[src/rtl/uart_decimal_parser_pkg.sv]
// Shared UART ASCII definitions: byte constants and parser state encoding,
// common to the decimal parser and the matching decimal transmitter.
package uart_decimal_parser_pkg;

  localparam logic [7:0] ASCII_CR   = 8'h0D;
  localparam logic [7:0] ASCII_LF   = 8'h0A;
  localparam logic [7:0] ASCII_ZERO = 8'h30;
  localparam logic [7:0] ASCII_NINE = 8'h39;

  typedef enum logic [1:0] {
    IDLE    = 2'd0,
    ACCUM   = 2'd1,
    DISCARD = 2'd2
  } parserState_e;

  function automatic logic isTerminator(input logic [7:0] rxByte);
    return (rxByte == ASCII_CR) || (rxByte == ASCII_LF);
  endfunction

endpackage

[src/rtl/uart_decimal_parser_classifier.sv]
// Combinational byte classifier: splits a received byte into digit,
// line-terminator or neither, and extracts the digit's binary value.
module ascii_digit_classifier
  import uart_decimal_parser_pkg::*;
(
  input  logic [7:0] rxByte,
  output logic       isDigit,
  output logic       isTerm,
  output logic [3:0] digit
);

  assign isDigit = (rxByte >= ASCII_ZERO) && (rxByte <= ASCII_NINE);
  assign isTerm  = isTerminator(rxByte);
  // Low nibble of '0'..'9' is the digit value itself.
  assign digit   = rxByte[3:0];

endmodule

[src/rtl/uart_decimal_parser.sv]
// Parses CR/LF-terminated ASCII decimal frames from a UART receiver into a
// binary value, rejecting frames that are malformed or out of range.
module uart_decimal_parser
  import uart_decimal_parser_pkg::*;
#(
  parameter int INPUT_BIT_WIDTH = 16,
  parameter int MAX_VALUE       = 9999,
  parameter int MAX_DIGITS      = 4
) (
  input  logic                       Clk,
  input  logic                       Reset,
  input  logic [7:0]                 RxData,
  input  logic                       RxReady,
  output logic                       RxAck,
  output logic [INPUT_BIT_WIDTH-1:0] Value,
  output logic                       ValueValid,
  output logic                       ParseError,
  output logic                       Busy
);

  localparam int WIDE_WIDTH  = INPUT_BIT_WIDTH + 4;
  localparam int COUNT_WIDTH = $clog2(MAX_DIGITS + 1);

  parserState_e               state, stateNext;
  logic [INPUT_BIT_WIDTH-1:0] acc, accNext;
  logic [COUNT_WIDTH-1:0]     count, countNext;
  logic [INPUT_BIT_WIDTH-1:0] valueNext;
  logic                       ackNext, validNext, errNext;

  logic                       isDigit, isTerm;
  logic [3:0]                 digit;
  logic                       sample;
  logic [WIDE_WIDTH-1:0]      accWide;
  logic                       overflow;

  ascii_digit_classifier classifier (
    .rxByte  (RxData),
    .isDigit (isDigit),
    .isTerm  (isTerm),
    .digit   (digit)
  );

  // The ack cycle blocks sampling so a still-high RxReady is not re-consumed.
  assign sample   = RxReady && !RxAck;
  assign accWide  = WIDE_WIDTH'(acc) * WIDE_WIDTH'(10) + WIDE_WIDTH'(digit);
  assign overflow = (count == COUNT_WIDTH'(MAX_DIGITS)) ||
                    (accWide > WIDE_WIDTH'(MAX_VALUE));
  assign Busy     = (state != IDLE);

  always_comb begin
    // NOTE: every output of this block gets a default first, so no path
    // through the case can leave one unassigned and infer a latch.
    stateNext = state;
    accNext   = acc;
    countNext = count;
    valueNext = Value;
    ackNext   = sample;
    validNext = 1'b0;
    errNext   = 1'b0;

    if (sample) begin
      unique case (state)
        IDLE: begin
          if (isDigit) begin
            accNext   = INPUT_BIT_WIDTH'(digit);
            countNext = COUNT_WIDTH'(1);
            stateNext = ACCUM;
          end else if (!isTerm) begin
            errNext   = 1'b1;
            stateNext = DISCARD;
          end
        end
        ACCUM: begin
          if (isDigit && !overflow) begin
            accNext   = accWide[INPUT_BIT_WIDTH-1:0];
            countNext = count + COUNT_WIDTH'(1);
          end else begin
            // Frame ends here either way; clear the partial number.
            accNext   = '0;
            countNext = '0;
            if (isTerm) begin
              valueNext = acc;
              validNext = 1'b1;
              stateNext = IDLE;
            end else begin
              errNext   = 1'b1;
              stateNext = DISCARD;
            end
          end
        end
        DISCARD: begin
          if (isTerm) stateNext = IDLE;
        end
        default: stateNext = IDLE;
      endcase
    end
  end

  // Outputs are registered together with the state, so ValueValid and
  // ParseError land in the same cycle as the RxAck of their byte.
  always_ff @(posedge Clk or posedge Reset) begin
    if (Reset) begin
      state      <= IDLE;
      acc        <= '0;
      count      <= '0;
      Value      <= '0;
      RxAck      <= 1'b0;
      ValueValid <= 1'b0;
      ParseError <= 1'b0;
    end else begin
      // NOTE: non-blocking assignments so every register updates from the
      // values sampled at the same edge, independent of statement order.
      state      <= stateNext;
      acc        <= accNext;
      count      <= countNext;
      Value      <= valueNext;
      RxAck      <= ackNext;
      ValueValid <= validNext;
      ParseError <= errNext;
    end
  end

endmodule

[config.mk]
export PLATFORM = sky130hd
export DESIGN_NAME = uart_decimal_parser
export DESIGN_NICKNAME = d
export VERILOG_FILES = /design/src/rtl/uart_decimal_parser_pkg.sv /design/src/rtl/uart_decimal_parser_classifier.sv /design/src/rtl/uart_decimal_parser.sv
export SDC_FILE = /design/constraint.sdc
export NUM_CORES = 1
export LEC_CHECK = 0
export CORE_MARGIN = 5
export CORE_UTILIZATION = 55
export CTS_BUF_LIST = sky130_fd_sc_hd__clkbuf_4 sky130_fd_sc_hd__clkbuf_8
export CTS_CLUSTER_DIAMETER = 40
export DETAILED_ROUTE_END_ITERATION = 8
export GPL_TIMING_DRIVEN = 0
export PLACE_DENSITY = 0.77
export SLEW_MARGIN = 0
export SYNTH_ARGS = -nofsm -noshare
export SYNTH_HDL_FRONTEND = slang
export SYNTH_SLANG_ARGS = --single-unit
export TNS_END_PERCENT = 10
[constraint.sdc]
create_clock -name Clk -period 10.9 [get_ports Clk]
set_input_delay 1.09 -clock Clk [delete_from_list [all_inputs] [get_ports Clk]]
set_output_delay 1.09 -clock Clk [all_outputs]
set_load 0.1 [all_outputs]
# Word-level counts from Yosys, hierarchy flattened
# Index checks and enable logic that the tools add are counted.
dict set report classes {
  add_sub_neg 2
  n_mul 1
  order_cmp 3
  n_eq_ne 9
  mux 21
  n_bitwise 1
  n_reduce_logical 13
}
# operator count
set ops {}
lappend ops {{16-bit two-way mux} 2}
lappend ops {{16-bit case mux with 2 select lines} 1}
lappend ops {{20-bit by 4-bit adder with 20-bit output} 1}
lappend ops {{20-bit by 14-bit greater-than comparator with 1-bit output, second input constant} 1}
lappend ops {{16-bit by 3-bit multiplier with 19-bit output, second input constant} 1}
lappend ops {{8-bit by 4-bit == test with 1-bit output, second input constant} 2}
lappend ops {{2-bit two-way mux} 5}
lappend ops {{8-bit by 6-bit >= comparator with 1-bit output, second input constant} 1}
lappend ops {{8-bit by 6-bit less-or-equal comparator with 1-bit output, second input constant} 1}
lappend ops {{1-bit two-way mux} 8}
lappend ops {{4-bit AND reduction} 2}
lappend ops {{3-bit two-way mux} 2}
lappend ops {{2-bit inequality test, second input constant} 3}
lappend ops {{2-bit case mux with 3 select lines} 1}
lappend ops {{3-bit case mux with 2 select lines} 1}
lappend ops {{2-bit nonzero test} 2}
lappend ops {{3-bit by 1-bit adder with 3-bit output, second input constant} 1}
lappend ops {{3-bit == test, second input constant} 1}
lappend ops {{1-bit logical AND} 3}
lappend ops {{3-bit inequality test, second input constant} 1}
lappend ops {{3-bit AND reduction} 1}
lappend ops {{2-bit by 1-bit == test with 1-bit output, second input constant} 1}
lappend ops {{2-bit == test, second input constant} 1}
lappend ops {{1-bit logical NOT} 2}
lappend ops {{4 further kinds} 5}
dict set report totals {
  reg_bits 40
  inputBits 11
  out_inout_bits 20
  word_cells 57
}

# Logic depth before layout (Yosys ltp)
# Gate-level depths: netlist of run 1.
dict set report logic_depth {
  ltp_word 9
  ltp_mapped 14
}

# Cells and area by module
# From an unflattened synthesis of run 1, not the netlist that was laid out.
dict set report unflattened {
  cells_unflattened 348
  hier_area_um2 3399.5
}
# module n_inst cells_each area_each_um2
set modules_own_cells {}
lappend modules_own_cells {uart_decimal_parser 1 337 3320.7}
lappend modules_own_cells {ascii_digit_classifier 1 11 78.8}

# Worst setup path before layout of run 1
# OpenSTA, ideal clock, no wires.
dict set report synth_path {
  kind {register -> register}
  start {register acc[1]}
  end {register acc[3]}
  setup_ns 0.104
  arrival_time_ns 4.046
  t_required_ns 10.796
  setup_slack_ns 6.750
  path_stages_with_launch 14
  cell_sequence {dfrtp_1 -> ha_1 -> ha_1 -> fa_1 -> a211oi_2 -> o21a_1 -> a2bb2oi_1 -> nand4_1 -> a2111oi_2 -> nand3_1 -> mux2i_4 -> or4_4 -> buf_6 -> o41ai_4}
}
dict set report synth_between {
  elab_chain_len 8
}
# element line_no
set synth_rtl {}
lappend synth_rtl {{start: declaration} uart_decimal_parser.sv:25} ;# logic [INPUT_BIT_WIDTH-1:0] acc, accNext;
lappend synth_rtl {{start signal: assignment} uart_decimal_parser.sv:114} ;# acc <= accNext;
lappend synth_rtl {{16-bit by 3-bit multiplier with 19-bit output *} uart_decimal_parser.sv:45} ;# assign accWide = WIDE_WIDTH'(acc) * WIDE_WIDTH'(10) + WIDE_WIDTH'(digit);
lappend synth_rtl {{20-bit by 4-bit adder with 20-bit output *} uart_decimal_parser.sv:45}
lappend synth_rtl {{20-bit by 14-bit greater-than comparator with 1-bit output} uart_decimal_parser.sv:47} ;# (accWide > WIDE_WIDTH'(MAX_VALUE));
lappend synth_rtl {{1-bit logical OR} uart_decimal_parser.sv:46} ;# assign overflow = (count == COUNT_WIDTH'(MAX_DIGITS)) ||
lappend synth_rtl {{1-bit logical NOT} uart_decimal_parser.sv:74} ;# if (isDigit && !overflow) begin
lappend synth_rtl {{1-bit logical AND} uart_decimal_parser.sv:74}
lappend synth_rtl {{16-bit two-way mux *} uart_decimal_parser.sv:74}
lappend synth_rtl {{16-bit case mux with 2 select lines *} uart_decimal_parser.sv:62} ;# unique case (state)
# Mark *: on every way between the ends. The rest lies on a longest branch, timed or not.
# A chain may end at the register's enable or synchronous reset.

# Worst setup path in the final report of run 1
dict set report layout_path {
  start {input port RxData[1]}
  end {register acc[3]}
}
dict set report layout_between {
  elab_chain_len 7
  elab_cells_between_ends 12
  classes_between {add/sub (1); order compare (3); eq/ne (1); mux (2); reduce/logical (5)}
}
# element line_no
set layout_rtl {}
lappend layout_rtl {{start: declaration} uart_decimal_parser.sv:12} ;# input logic [7:0] RxData,
lappend layout_rtl {{20-bit by 4-bit adder with 20-bit output} uart_decimal_parser.sv:45}
lappend layout_rtl {{20-bit by 14-bit greater-than comparator with 1-bit output} uart_decimal_parser.sv:47}
lappend layout_rtl {{1-bit logical OR} uart_decimal_parser.sv:46}
lappend layout_rtl {{1-bit logical NOT} uart_decimal_parser.sv:74}
lappend layout_rtl {{1-bit logical AND} uart_decimal_parser.sv:74}
lappend layout_rtl {{16-bit two-way mux} uart_decimal_parser.sv:74}
lappend layout_rtl {{16-bit case mux with 2 select lines} uart_decimal_parser.sv:62}
# Several ways; a longest one is shown, not always the timed one.

==> results of run 1 <==
==> report_power, final <==
part | internal [mW] | switching (mW)
combinational | 0.0135 | 0.0191
clock | 0.0749 | 0.0540
sequential | 0.150 | 0.00232
==> worst paths after layout <==
kind	endpoint	startpoint
max reg2reg	acc[3]	acc[1]
min reg2reg	Value[15]	Value[15]
max in group asynchronous	acc[10]	Reset
min	Value[15]	Value[15]
max	acc[3]	RxData[1]
min in group asynchronous	acc[3]	Reset
==> final cells by class <==
cell class	instances	area, um^2
Clock buffer	6	82.6
Clock inverter	2	38.8
Tap cell	75	93.8
Fill cell	468	2060
Inverter	10	37.5
Multi-Input combinational cell	265	2190
Sequential cell	40	1000
Buffer	10	50.0
Timing Repair Buffer	30	300
==> routing by layer <==
layer | global-route usage [%] | vias up
met5 | 0 | -
met4 | 6.56 | 0
met3 | 2.93 | 11
met2 | 36.4 | 52
met1 | 27.9 | 1293
li1 | - | 1298
==> registers in the layout, summed over array words and instances, names as in the netlist <==
signal / cells
state: 2
count: 3
RxAck: 1
acc: 16
ParseError: 1
ValueValid: 1
Value: 16
==> per-stage QoR <==
step / instances / total power, mW / area [um^2]
after global placement: 430 / 0.187 / 3670
final: 438 / 0.314 / 3790
after CTS: 438 / 0.318 / 3790
after floorplan: 325 / 0.177 / 3280
after detailed placement: 430 / 0.188 / 3670
after global routing: 438 / 0.329 / 3790
==> cells by family after synthesis <==
logic type	count (synthesis)	synth area share, %
AND/OR/NAND/NOR	98	17.0
multiplexers	18	6.49
flip-flops	40	30.5
adder cells (fa/ha/maj)	35	13.8
buffers and inverters	20	2.67
XOR/XNOR	23	7.06
AO/OA/AOI/OAI	91	22.4
==> worst reg2reg max path, cell delays in order, from the launching register on <==
cell and delay [ps]:
sky130_fd_sc_hd__dfrtp_1 470, sky130_fd_sc_hd__ha_1 320, sky130_fd_sc_hd__ha_1 260, sky130_fd_sc_hd__fa_1 480, sky130_fd_sc_hd__a211oi_2 400, sky130_fd_sc_hd__nor2_1 110
sky130_fd_sc_hd__xor2_1 480, sky130_fd_sc_hd__nand2_1 190, sky130_fd_sc_hd__a2111oi_2 420, sky130_fd_sc_hd__nand3_1 200, sky130_fd_sc_hd__mux2i_4 260, sky130_fd_sc_hd__or4_4 560
sky130_fd_sc_hd__buf_6 160, sky130_fd_sc_hd__o41ai_4 280
==> layout by cell type (no fill, tap or decap), drive strengths merged, types with 5 or more instances in the layout <==
| cell | synthesis | layout |
|---|---|---|
| a21oi | 17 | 17 |
| o31ai | 5 | 5 |
| nand4 | 5 | 5 |
| xnor2 | 14 | 14 |
| a211oi | 9 | 9 |
| and3 | 6 | 6 |
| mux2 | 16 | 16 |
| nand2 | 24 | 24 |
| clkdlybuf4s50 | 0 | 30 |
| dfrtp | 40 | 40 |
| o21ai | 12 | 12 |
| nand3 | 8 | 8 |
| ha | 33 | 33 |
| xor2 | 8 | 8 |
| a22o | 10 | 10 |
| nor3 | 6 | 6 |
| inv | 10 | 10 |
| nand2b | 6 | 6 |
| clkbuf | 7 | 13 |
| nor2 | 18 | 18 |
==> flow_summary.toml, run 1 <==
[setup_path]
critical_path_buf_inv_count = 3
worstPathRequired_ps = 11100
cp_num_cells = 14
setup.worst_path.end_class = "flop"
delay_of_the_slowest_cell_on_the_worst_path_ps = 560
critPathArrivalTime_ps = 4960
critical_path.top_delay_family = "simple AND/OR/NAND/NOR gates"
rr_worst_depth = 13
worstPathCellList = "clkdlybuf4s50_1 -> ha_1 -> fa_1 -> a21oi_1 -> nor3_1 -> and3_1 -> clkbuf_1 -> nand2_1 -> a2111oi_2 -> nand3_1 -> mux2i_4 -> or4_4 -> buf_6 -> o41ai_4"
regToRegSetupSlack_ps = 6230
crit_fanout = 7
worstSetupStartpointType = "input pin"
critical-path-slowest-cell = "sky130_fd_sc_hd__clkdlybuf4s50_1"
worst-setup-path-type = "input pin to flop"

[synthesis]
synth_cell_area_mm2 = 0.00328
synth_top_cells_by_count = "40 x sky130_fd_sc_hd__dfrtp_1, 33 x sky130_fd_sc_hd__ha_1, 24 x sky130_fd_sc_hd__nand2_1"
ys_top_cells_by_area = "sky130_fd_sc_hd__dfrtp_1 31%, sky130_fd_sc_hd__ha_1 13%, sky130_fd_sc_hd__mux2_2 5.5%, sky130_fd_sc_hd__xnor2_1 3.5%, sky130_fd_sc_hd__nand2_1 2.7%"
yosysTopAreaCell = "sky130_fd_sc_hd__dfrtp_1"
synth_top_cell_area_share_pct = 30.5
synth.most_common_cell = "sky130_fd_sc_hd__dfrtp_1"
async_set_or_reset_register_ratio_after_synthesis_pct = 100
synth.ff_latch_count = 40
synth-warning-count = 0
number_of_standard_cells_after_synthesis = 325
synth.distinct_cells = 72
syn-num-nets = 371
count_of_flip_flops_with_a_built_in_enable_after_synthesis = 0
synth_ff_type = "sky130_fd_sc_hd__dfrtp_1"
average_cell_area_after_synthesis_um2 = 10.1
seq_area_frac_synth_pct = 30.5

[global_routing]
overflow = 0
globalRouteTotalUtil_pct = 21.3
wire_length_of_the_first_global_routing_pass_um = 12900
grt_max_degree = 41
initial_antenna_violation_count = 0
vias_in_the_first_global_route = 2754

[sta]
fmax_mhz = 210
rsz0062_at_grt = "no"
layout_setup_ws_ps = 6140
setup-violations-final = 0
hold-worst-slack_ps = 513
worst_slew_margin_rel_pct = 32.9
fin_tns_setup_ps = 0
finalCriticalPeriod_ps = 4760
fin_crit_sh_pct = 43.7
fin_worst_skew_ps = 10.6
tightestPinTransition_ps = 1000
slew_violations = 0
final-hold-violation-count = 0

[layout]
fin_util_pct = 64.8
n_antenna_cell = 0
area_growth_syn_to_layout_pct = 15.7
num-nets-final = 408
post_route_cells_drive_above_1_share_pct = 14.6

[status]
status = "finished clean"

[pwr]
cellLeakagePower_nw = 1.82
vdd.ir_drop.worst_mv = 0.0537
pwr_density_cell_mw_per_mm2 = 82.7

[routing]
route.detailed.drc = 0
detailedRoute.firstIterationViolations = 140
dr.pass1.iters = 4
vias_per_cell = 6.06
routedLengthMet1_um = 3320
wire_per_inst_um = 16.8
totalWireLength_um = 7370
antenna_left = 0
num_vias = 2654
met2_wirelength_um = 3690
met3_length_um = 223
routed.top_layer = "met4"

[clock_tree]
cts_post_setup_buffers_inserted = 0
cts_tree = "yes"
ctsHtreeMaxLevel = 2
cts_sinks = 40
post_cts_resize_count = 0
clockBufferDepth = 2
number_of_cts_inserted_buffers = 5
worst_setup_hold_path_clk_slew_ps = 80
clock_latency_ps = 300
ctsRootBufferMaster = "sky130_fd_sc_hd__clkbuf_8"
holdBufCountCts = 0

[floorplanning]
die-area_mm2 = 0.00760
die_h_um = 87.2
floorplan.initialDensity_pct = 56.0
placement_rows = 28
ioPinCount = 31
die_width_um = 87.2
area_of_the_core_region_mm2 = 0.00585

[placement]
place.gp.congestion = 0.884
dp_slack_ps = 5890
io_buffer_count = 30
place_hpwl_um = 5580

[hold_path]
timing.hold.worst.class = "flop to flop"
worstHoldPathCells = 1

[run]
maxCapViolations = 0
No activity file was read; power rests on OpenSTA's default activity.
==> inputs of run 2 (changes only) <==
Clock period 10.9 ns to 5 ns, I/O delays scaled along.
==> results of run 2 <==
The final DEF is identical to that of run 1. Status: finished clean.
Main changes from that run: setup slack after placement 5890 ps -> 420 ps; setup slack after layout 6140 ps -> 329 ps; start point of the critical path RxData[1] -> acc[1]; register-to-register setup slack 6230 ps -> 330 ps; total power 0.314 mW -> 0.684 mW; worst IR drop on VDD 0.0537 mV -> 0.117 mV
==> inputs of run 3 (changes only) <==
Settings changed: CTS_CLUSTER_SIZE set to 8.
==> results of run 3 <==
The final DEF is identical to that of run 1. Status: finished clean.
Main changes from that run: setup slack after placement 5890 ps -> 420 ps; setup slack after layout 6140 ps -> 329 ps; start point of the critical path RxData[1] -> acc[1]; register-to-register setup slack 6230 ps -> 330 ps; total power 0.314 mW -> 0.684 mW; worst IR drop on VDD 0.0537 mV -> 0.117 mV
